[src/rtl/vadd_engine_if.sv]
// Single-beat memory bus between vadd_engine (master) and the shared memory (slave).
interface vadd_engine_if #(
  parameter int MEM_LEN_BITS  = 8,
  parameter int MEM_ADDR_BITS = 64,
  parameter int MEM_DATA_BITS = 64
);
  logic                     mem_req_valid;
  logic                     mem_req_ready;
  logic                     mem_req_opcode;
  logic [MEM_LEN_BITS-1:0]  mem_req_len;
  logic [MEM_ADDR_BITS-1:0] mem_req_addr;
  logic                     mem_wr_valid;
  logic                     mem_wr_ready;
  logic [MEM_DATA_BITS-1:0] mem_wr_bits;
  logic                     mem_rd_valid;
  logic                     mem_rd_ready;
  logic [MEM_DATA_BITS-1:0] mem_rd_bits;

  modport master (
    output mem_req_valid, mem_req_opcode, mem_req_len, mem_req_addr,
    output mem_wr_valid, mem_wr_bits, mem_rd_ready,
    input  mem_req_ready, mem_wr_ready, mem_rd_valid, mem_rd_bits
  );

  modport slave (
    input  mem_req_valid, mem_req_opcode, mem_req_len, mem_req_addr,
    input  mem_wr_valid, mem_wr_bits, mem_rd_ready,
    output mem_req_ready, mem_wr_ready, mem_rd_valid, mem_rd_bits
  );
endinterface

[src/rtl/vadd_engine.sv]
// Element-wise vector add engine: c[i] = a[i] + b[i], one element at a time.
// Define VADD_ENGINE_SATURATE_EN to clamp overflowing sums to all ones instead of wrapping.
module vadd_engine #(
  parameter int HOST_DATA_BITS = 32,
  parameter int MEM_LEN_BITS   = 8,
  parameter int MEM_ADDR_BITS  = 64,
  parameter int MEM_DATA_BITS  = 64
) (
  input  logic                      clock,
  input  logic                      reset,
  input  logic                      launch,
  output logic                      finish,
  output logic                      event_counter_valid,
  output logic [HOST_DATA_BITS-1:0] event_counter_value,
  input  logic [HOST_DATA_BITS-1:0] length,
  input  logic [HOST_DATA_BITS-1:0] a_addr,
  input  logic [HOST_DATA_BITS-1:0] b_addr,
  input  logic [HOST_DATA_BITS-1:0] c_addr,
  vadd_engine_if.master             mem
);
  localparam int STRIDE = MEM_DATA_BITS / 8;

  typedef enum logic [2:0] {
    IDLE, RD_REQ_A, RD_DAT_A, RD_REQ_B, RD_DAT_B, WR_REQ, WR_DAT, DONE
  } state_t;

  state_t                    state_q, state_d;
  logic [HOST_DATA_BITS-1:0] index_q, index_d;
  logic [HOST_DATA_BITS-1:0] counter_q, counter_d;
  logic [MEM_DATA_BITS-1:0]  a_q, a_d;
  logic [MEM_DATA_BITS-1:0]  b_q, b_d;
  logic [HOST_DATA_BITS-1:0] index_inc;
  logic [MEM_ADDR_BITS-1:0]  offset;
  logic [MEM_DATA_BITS-1:0]  sum;

  always_ff @(posedge clock or posedge reset) begin
    if (reset) begin
      state_q   <= IDLE;
      index_q   <= '0;
      counter_q <= '0;
      a_q       <= '0;
      b_q       <= '0;
    end else begin
      state_q   <= state_d;
      index_q   <= index_d;
      counter_q <= counter_d;
      a_q       <= a_d;
      b_q       <= b_d;
    end
  end

  assign index_inc = index_q + HOST_DATA_BITS'(1);
  assign offset    = MEM_ADDR_BITS'(index_q) * MEM_ADDR_BITS'(STRIDE);

`ifdef VADD_ENGINE_SATURATE_EN
  logic [MEM_DATA_BITS:0] sum_full;
  assign sum_full = {1'b0, a_q} + {1'b0, b_q};
  assign sum      = sum_full[MEM_DATA_BITS] ? '1 : sum_full[MEM_DATA_BITS-1:0];
`else
  assign sum = a_q + b_q;
`endif

  always_comb begin
    state_d   = state_q;
    index_d   = index_q;
    counter_d = counter_q;
    a_d       = a_q;
    b_d       = b_q;

    mem.mem_req_valid   = 1'b0;
    mem.mem_req_opcode  = 1'b0;
    mem.mem_req_len     = MEM_LEN_BITS'(0);
    mem.mem_req_addr    = '0;
    mem.mem_wr_valid    = 1'b0;
    mem.mem_wr_bits     = '0;
    mem.mem_rd_ready    = 1'b0;
    finish              = 1'b0;
    event_counter_valid = 1'b0;
    event_counter_value = '0;

    // Every busy cycle counts, so stalls on any channel show up in the reported total.
    if (state_q != IDLE && state_q != DONE) begin
      counter_d = counter_q + HOST_DATA_BITS'(1);
    end

    case (state_q)
      IDLE: begin
        if (launch) begin
          index_d   = '0;
          counter_d = '0;
          state_d   = (length == '0) ? DONE : RD_REQ_A;
        end
      end
      RD_REQ_A: begin
        mem.mem_req_valid = 1'b1;
        mem.mem_req_addr  = MEM_ADDR_BITS'(a_addr) + offset;
        if (mem.mem_req_ready) state_d = RD_DAT_A;
      end
      RD_DAT_A: begin
        mem.mem_rd_ready = 1'b1;
        if (mem.mem_rd_valid) begin
          a_d     = mem.mem_rd_bits;
          state_d = RD_REQ_B;
        end
      end
      RD_REQ_B: begin
        mem.mem_req_valid = 1'b1;
        mem.mem_req_addr  = MEM_ADDR_BITS'(b_addr) + offset;
        if (mem.mem_req_ready) state_d = RD_DAT_B;
      end
      RD_DAT_B: begin
        mem.mem_rd_ready = 1'b1;
        if (mem.mem_rd_valid) begin
          b_d     = mem.mem_rd_bits;
          state_d = WR_REQ;
        end
      end
      WR_REQ: begin
        mem.mem_req_valid  = 1'b1;
        mem.mem_req_opcode = 1'b1;
        mem.mem_req_addr   = MEM_ADDR_BITS'(c_addr) + offset;
        if (mem.mem_req_ready) state_d = WR_DAT;
      end
      WR_DAT: begin
        mem.mem_wr_valid = 1'b1;
        mem.mem_wr_bits  = sum;
        if (mem.mem_wr_ready) begin
          index_d = index_inc;
          state_d = (index_inc == length) ? DONE : RD_REQ_A;
        end
      end
      DONE: begin
        finish              = 1'b1;
        event_counter_valid = 1'b1;
        event_counter_value = counter_q;
        state_d             = IDLE;
      end
      default: state_d = IDLE;
    endcase
  end
endmodule

[src/flat_wrapper.sv]
// flat-port wrapper written by rule: the top's interface ports become plain ports
module vadd_engine_flat 
#(
  parameter int HOST_DATA_BITS = 32,
  parameter int MEM_LEN_BITS   = 8,
  parameter int MEM_ADDR_BITS  = 64,
  parameter int MEM_DATA_BITS  = 64
)
  (clock, reset, launch, finish, event_counter_valid, event_counter_value, length, a_addr, b_addr, c_addr, mem_mem_req_valid, mem_mem_req_opcode, mem_mem_req_len, mem_mem_req_addr, mem_mem_wr_valid, mem_mem_wr_bits, mem_mem_rd_ready, mem_mem_req_ready, mem_mem_wr_ready, mem_mem_rd_valid, mem_mem_rd_bits);
  vadd_engine_if #(.MEM_LEN_BITS(MEM_LEN_BITS), .MEM_ADDR_BITS(MEM_ADDR_BITS), .MEM_DATA_BITS(MEM_DATA_BITS)) mem_i ();
  input  logic clock;
  input  logic reset;
  input  logic launch;
  output logic finish;
  output logic event_counter_valid;
  output logic [HOST_DATA_BITS-1:0] event_counter_value;
  input  logic [HOST_DATA_BITS-1:0] length;
  input  logic [HOST_DATA_BITS-1:0] a_addr;
  input  logic [HOST_DATA_BITS-1:0] b_addr;
  input  logic [HOST_DATA_BITS-1:0] c_addr;
  output wire logic [$bits(mem_i.mem_req_valid)-1:0] mem_mem_req_valid;
  output wire logic [$bits(mem_i.mem_req_opcode)-1:0] mem_mem_req_opcode;
  output wire logic [$bits(mem_i.mem_req_len)-1:0] mem_mem_req_len;
  output wire logic [$bits(mem_i.mem_req_addr)-1:0] mem_mem_req_addr;
  output wire logic [$bits(mem_i.mem_wr_valid)-1:0] mem_mem_wr_valid;
  output wire logic [$bits(mem_i.mem_wr_bits)-1:0] mem_mem_wr_bits;
  output wire logic [$bits(mem_i.mem_rd_ready)-1:0] mem_mem_rd_ready;
  input wire logic [$bits(mem_i.mem_req_ready)-1:0] mem_mem_req_ready;
  input wire logic [$bits(mem_i.mem_wr_ready)-1:0] mem_mem_wr_ready;
  input wire logic [$bits(mem_i.mem_rd_valid)-1:0] mem_mem_rd_valid;
  input wire logic [$bits(mem_i.mem_rd_bits)-1:0] mem_mem_rd_bits;
  assign mem_mem_req_valid = mem_i.mem_req_valid;
  assign mem_mem_req_opcode = mem_i.mem_req_opcode;
  assign mem_mem_req_len = mem_i.mem_req_len;
  assign mem_mem_req_addr = mem_i.mem_req_addr;
  assign mem_mem_wr_valid = mem_i.mem_wr_valid;
  assign mem_mem_wr_bits = mem_i.mem_wr_bits;
  assign mem_mem_rd_ready = mem_i.mem_rd_ready;
  assign mem_i.mem_req_ready = mem_mem_req_ready;
  assign mem_i.mem_wr_ready = mem_mem_wr_ready;
  assign mem_i.mem_rd_valid = mem_mem_rd_valid;
  assign mem_i.mem_rd_bits = mem_mem_rd_bits;
  vadd_engine #(.HOST_DATA_BITS(HOST_DATA_BITS), .MEM_LEN_BITS(MEM_LEN_BITS), .MEM_ADDR_BITS(MEM_ADDR_BITS), .MEM_DATA_BITS(MEM_DATA_BITS)) u_core (.clock(clock), .reset(reset), .launch(launch), .finish(finish), .event_counter_valid(event_counter_valid), .event_counter_value(event_counter_value), .length(length), .a_addr(a_addr), .b_addr(b_addr), .c_addr(c_addr), .mem(mem_i));
endmodule
[config.mk]
export PLATFORM = sky130hd
export DESIGN_NAME = vadd_engine_flat
export DESIGN_NICKNAME = d
export VERILOG_FILES = /design/src/rtl/vadd_engine_if.sv /design/src/rtl/vadd_engine.sv /design/src/flat_wrapper.sv
export SDC_FILE = /design/constraint.sdc
export NUM_CORES = 1
export LEC_CHECK = 0
export CAP_MARGIN = 10
export CORE_MARGIN = 3
export CORE_UTILIZATION = 40
export DETAILED_ROUTE_END_ITERATION = 10
export HOLD_SLACK_MARGIN = 0.03
export MAX_ROUTING_LAYER = met4
export PLACE_DENSITY_LB_ADDON = 0.08
export SLEW_MARGIN = 20
export SYNTH_ARGS = -nofsm -noshare
export SYNTH_HDL_FRONTEND = slang
export SYNTH_SLANG_ARGS = --single-unit
[constraint.sdc]
create_clock -name clock -period 8.37 [get_ports clock]
set_input_delay 1.674 -clock clock [delete_from_list [all_inputs] [get_ports clock]]
set_output_delay 1.674 -clock clock [all_outputs]
set_load 0.01 [all_outputs]
==> flow_metrics.env, run 1 <==
export IMPL_status="completed"
export IMPL_p_leak_nw=8.57
export IMPL_tightest_slew_ps=957
export IMPL_max_cap_violations=0
export IMPL_hold_viol_final=0
export IMPL_via_per_inst=5.48
export IMPL_rows=72
export IMPL_netlist_area_mm2=0.0158
export IMPL_fmax_mhz=129
export IMPL_drt_total_wl_um=49200
export IMPL_path_common_cell="a21oi_1"
export IMPL_fin_skew_ps=10.2
export IMPL_criticalPathCategory="reg2out"
export IMPL_start_kind="flip-flop"
export IMPL_critPathLaunch="u_core.state_q[1]"
export IMPL_setup_violations=0
export IMPL_required_ps=6700
export IMPL_cts_tree="built"
export IMPL_grt_start_max_net_pins=128
export IMPL_r2r_start="u_core.state_q[1]"
export IMPL_min_path_type="reg2reg"
export IMPL_synth_edff_count=0
export IMPL_cts_buffers=17
export IMPL_antenna_found_initial=10
export IMPL_clockBufferDepth=2
export IMPL_layout_nets=2436
export IMPL_finalCritPeriodShare_pct=92.6
export IMPL_rr_worst_depth=11
export IMPL_drtIter0Drc=944
export IMPL_timing_setup_tns_ps=0
export IMPL_peakVddDrop_uv=178
export IMPL_synth_cells=1858
export IMPL_drt_pre_antenna_iters=5
export IMPL_rsz0062_at_grt="no"
export IMPL_wl_per_cell_um=18.4
export IMPL_area_growth_pct=27.1
export IMPL_cts_setup_buffers=0
export IMPL_hold_path_end="u_core.a_q[24]"
export IMPL_powerDensity_mw_per_mm2=380
export IMPL_reg2reg_slack_ps=4380
export IMPL_synth_top_area_cell="dfrtp_1"
export IMPL_setup_slack_ps=617
export IMPL_port_buffers=335
export IMPL_ctsHtreeMaxLevel=4
export IMPL_layout_drive_gt1_share_pct=9.40
export IMPL_synth_top_area_share_pct=30.8
export IMPL_grt_pass1_vias=14509
export IMPL_ys_seq_area_share_pct=30.8
export IMPL_drc=0
export IMPL_dieWidth_um=205
export IMPL_dp_slack_ps=886
export IMPL_die_y_um=205
export IMPL_maxSlewHeadroom_pct=36.2
export IMPL_io_pins=372
export IMPL_dp_hpwl_um=37500
export IMPL_cp_slowest_cell="dfrtp_1"
export IMPL_holdPathStages=1
export IMPL_end_kind="output port"
export IMPL_critical_path_arrival_ps=6080
export IMPL_min_period_ps=7750
export IMPL_r2r_end="u_core.state_q[1]"
export IMPL_die_area_mm2=0.0420
export IMPL_ys_types=79
export IMPL_slew_violations=0
export IMPL_critical_path_cell_chain="inv_1 > nor2_1 > and2_1 > buf_4 > a22oi_1 > nand2_1 > ha_1 > a21o_1 > a21oi_1 > a21oi_1 > nor3_1 > o41ai_2 > o31ai_1 > o211ai_1 > or3_1 > a21oi_1 > mux2i_1 > clkdlybuf4s50_1"
export IMPL_grt_usage_pct=23.5
export IMPL_core_area_mm2=0.0388
export IMPL_vias=14673
export IMPL_slowest_delay_ps=720
export IMPL_syn_avg_cell_area_um2=8.52
export IMPL_synth_common_cells="nor2_1, dfrtp_1, nand2_1, mux2_2, o21ai_0"
export IMPL_synthFlopType="dfrtp_1"
export IMPL_start_util_pct=40.8
export IMPL_yosysWarningCount=0
export IMPL_gr_total_overflow=0
export IMPL_synth_most_common_cell="nor2_1"
export IMPL_ys_seq_elements=195
export IMPL_hold_start="u_core.a_q[24]"
export IMPL_clock_latency_ps=460
export IMPL_clkTransAtPathRegs_ps=70
export IMPL_grt_pass1_wl_um=76900
export IMPL_clockRootBuffer="clkbuf_16"
export IMPL_crit_fanout=29
export IMPL_ant_nets=0
export IMPL_synth_area_top_cells="dfrtp_1, mux2_2, ha_1"
export IMPL_async_reset_ff_share_pct=100
export IMPL_holdBufCountCts=0
export IMPL_clock_sinks=195
export IMPL_ctsResizeCount=0
export IMPL_gp_congestion=0.921
==> state kept, by name, indices dropped and copies added (netlist names) <==
| signal | cells |
|---|---|
| u_core.a_q | 64 |
| u_core.b_q | 64 |
| u_core.counter_q | 32 |
| u_core.index_q | 32 |
| u_core.state_q | 3 |
==> layer usage <==
| layer | routed length (um) | global-route usage (%) | up-vias |
|---|---|---|---|
| met4 | 869 | 6.15 | 0 |
| met2 | 23700 | 38.8 | 396 |
| met3 | 2410 | 3.80 | 49 |
| met5 | 0 | - | - |
| met1 | 22100 | 30.1 | 7069 |
| li1 | - | - | 7159 |
==> logic make-up (layout without fill, tap and decap cells) <==
| group | Yosys count | in the layout | share of synthesized area, % |
|---|---|---|---|
| buffers and inverters | 167 | 423 | 4.92 |
| DFF | 195 | 195 | 30.8 |
| and+or+nand+nor | 653 | 653 | 19.7 |
| other | 1 | 46 | 0.0237 |
| AOI/OAI and AO/OA | 458 | 458 | 18.6 |
| xor gates and xnor gates | 144 | 144 | 7.97 |
| adders and majority gates | 102 | 102 | 8.14 |
| muxes | 138 | 138 | 9.74 |
==> metrics by stage <==
| stage | instance area, um2 | power [mW] | cells | util (%) | hold WS [ps] |
|---|---|---|---|---|---|
| 2_1_floorplan | 16000 | 5.12 | 1893 | - | 484 |
| 3_3_place_gp | 19500 | 6.73 | 2636 | 50.2 | 493 |
| 5_1_grt | 20100 | 8.30 | 2677 | 51.8 | 530 |
| 6_report | 20100 | 7.65 | 2677 | 51.8 | 514 |
| 4_1_cts | 20100 | 7.69 | 2667 | 51.7 | 518 |
| 3_5_place_dp | 19500 | 6.76 | 2636 | 50.2 | 501 |
==> power by group <==
group	internal (mW)	switching [mW]	total, mW
logic	2.32	2.79	5.11
registers	1.35	0.313	1.66
clock network	0.483	0.397	0.880
==> layout make-up <==
type	count	area (um2)
inverters	41	161
clock inverters	13	171
well taps	518	648
flip-flops and latches	195	4880
diodes	10	25.0
fillers	3715	18700
multi-input cells	1531	10300
repair buffers	351	3470
clock buffers	18	439
==> critical path: cells and delay by family, from the launching register on <==
kind / cells / cell delay [ps]
AOI/OAI and AO/OA: 8 / 1850
adders and majority gates: 1 / 270
buffers and inverters: 3 / 1190
DFF: 1 / 720
muxes: 1 / 200
and+or+nand+nor: 5 / 1390
==> worst max-delay path by stage <==
stage               cells after the start  slack [ps]                   end
global route                           21          80  mem_mem_req_addr[33]
floorplan                               1        1380         u_core.a_q[0]
global placement                       15         940  mem_mem_req_addr[30]
detailed placement                     17         890  mem_mem_req_addr[33]
finish                                 18         620  mem_mem_req_addr[30]
CTS                                    18         600  mem_mem_req_addr[30]
==> cell usage in the layout, fill, tap and decap left out, drive strengths merged, types with 35 or more instances in the layout <==
cell and count:
a21oi 113, inv 45, nand2 177, dfrtp 195
nor2 198, xnor2 68, clkdlybuf4s50 335, a21o 49
xor2 76, conb 36, nor3 35, and2 49
ha 99, o21ai 118, nand3 39, mux2 128
Power figures use the tool's default switching activity.
==> run 2, diff against run 1 <==
SKIP_LAST_GASP = 1   (was unset)
==> results of run 2 <==
Same layout as run 1: the final DEF is identical, and so are final timing and power.
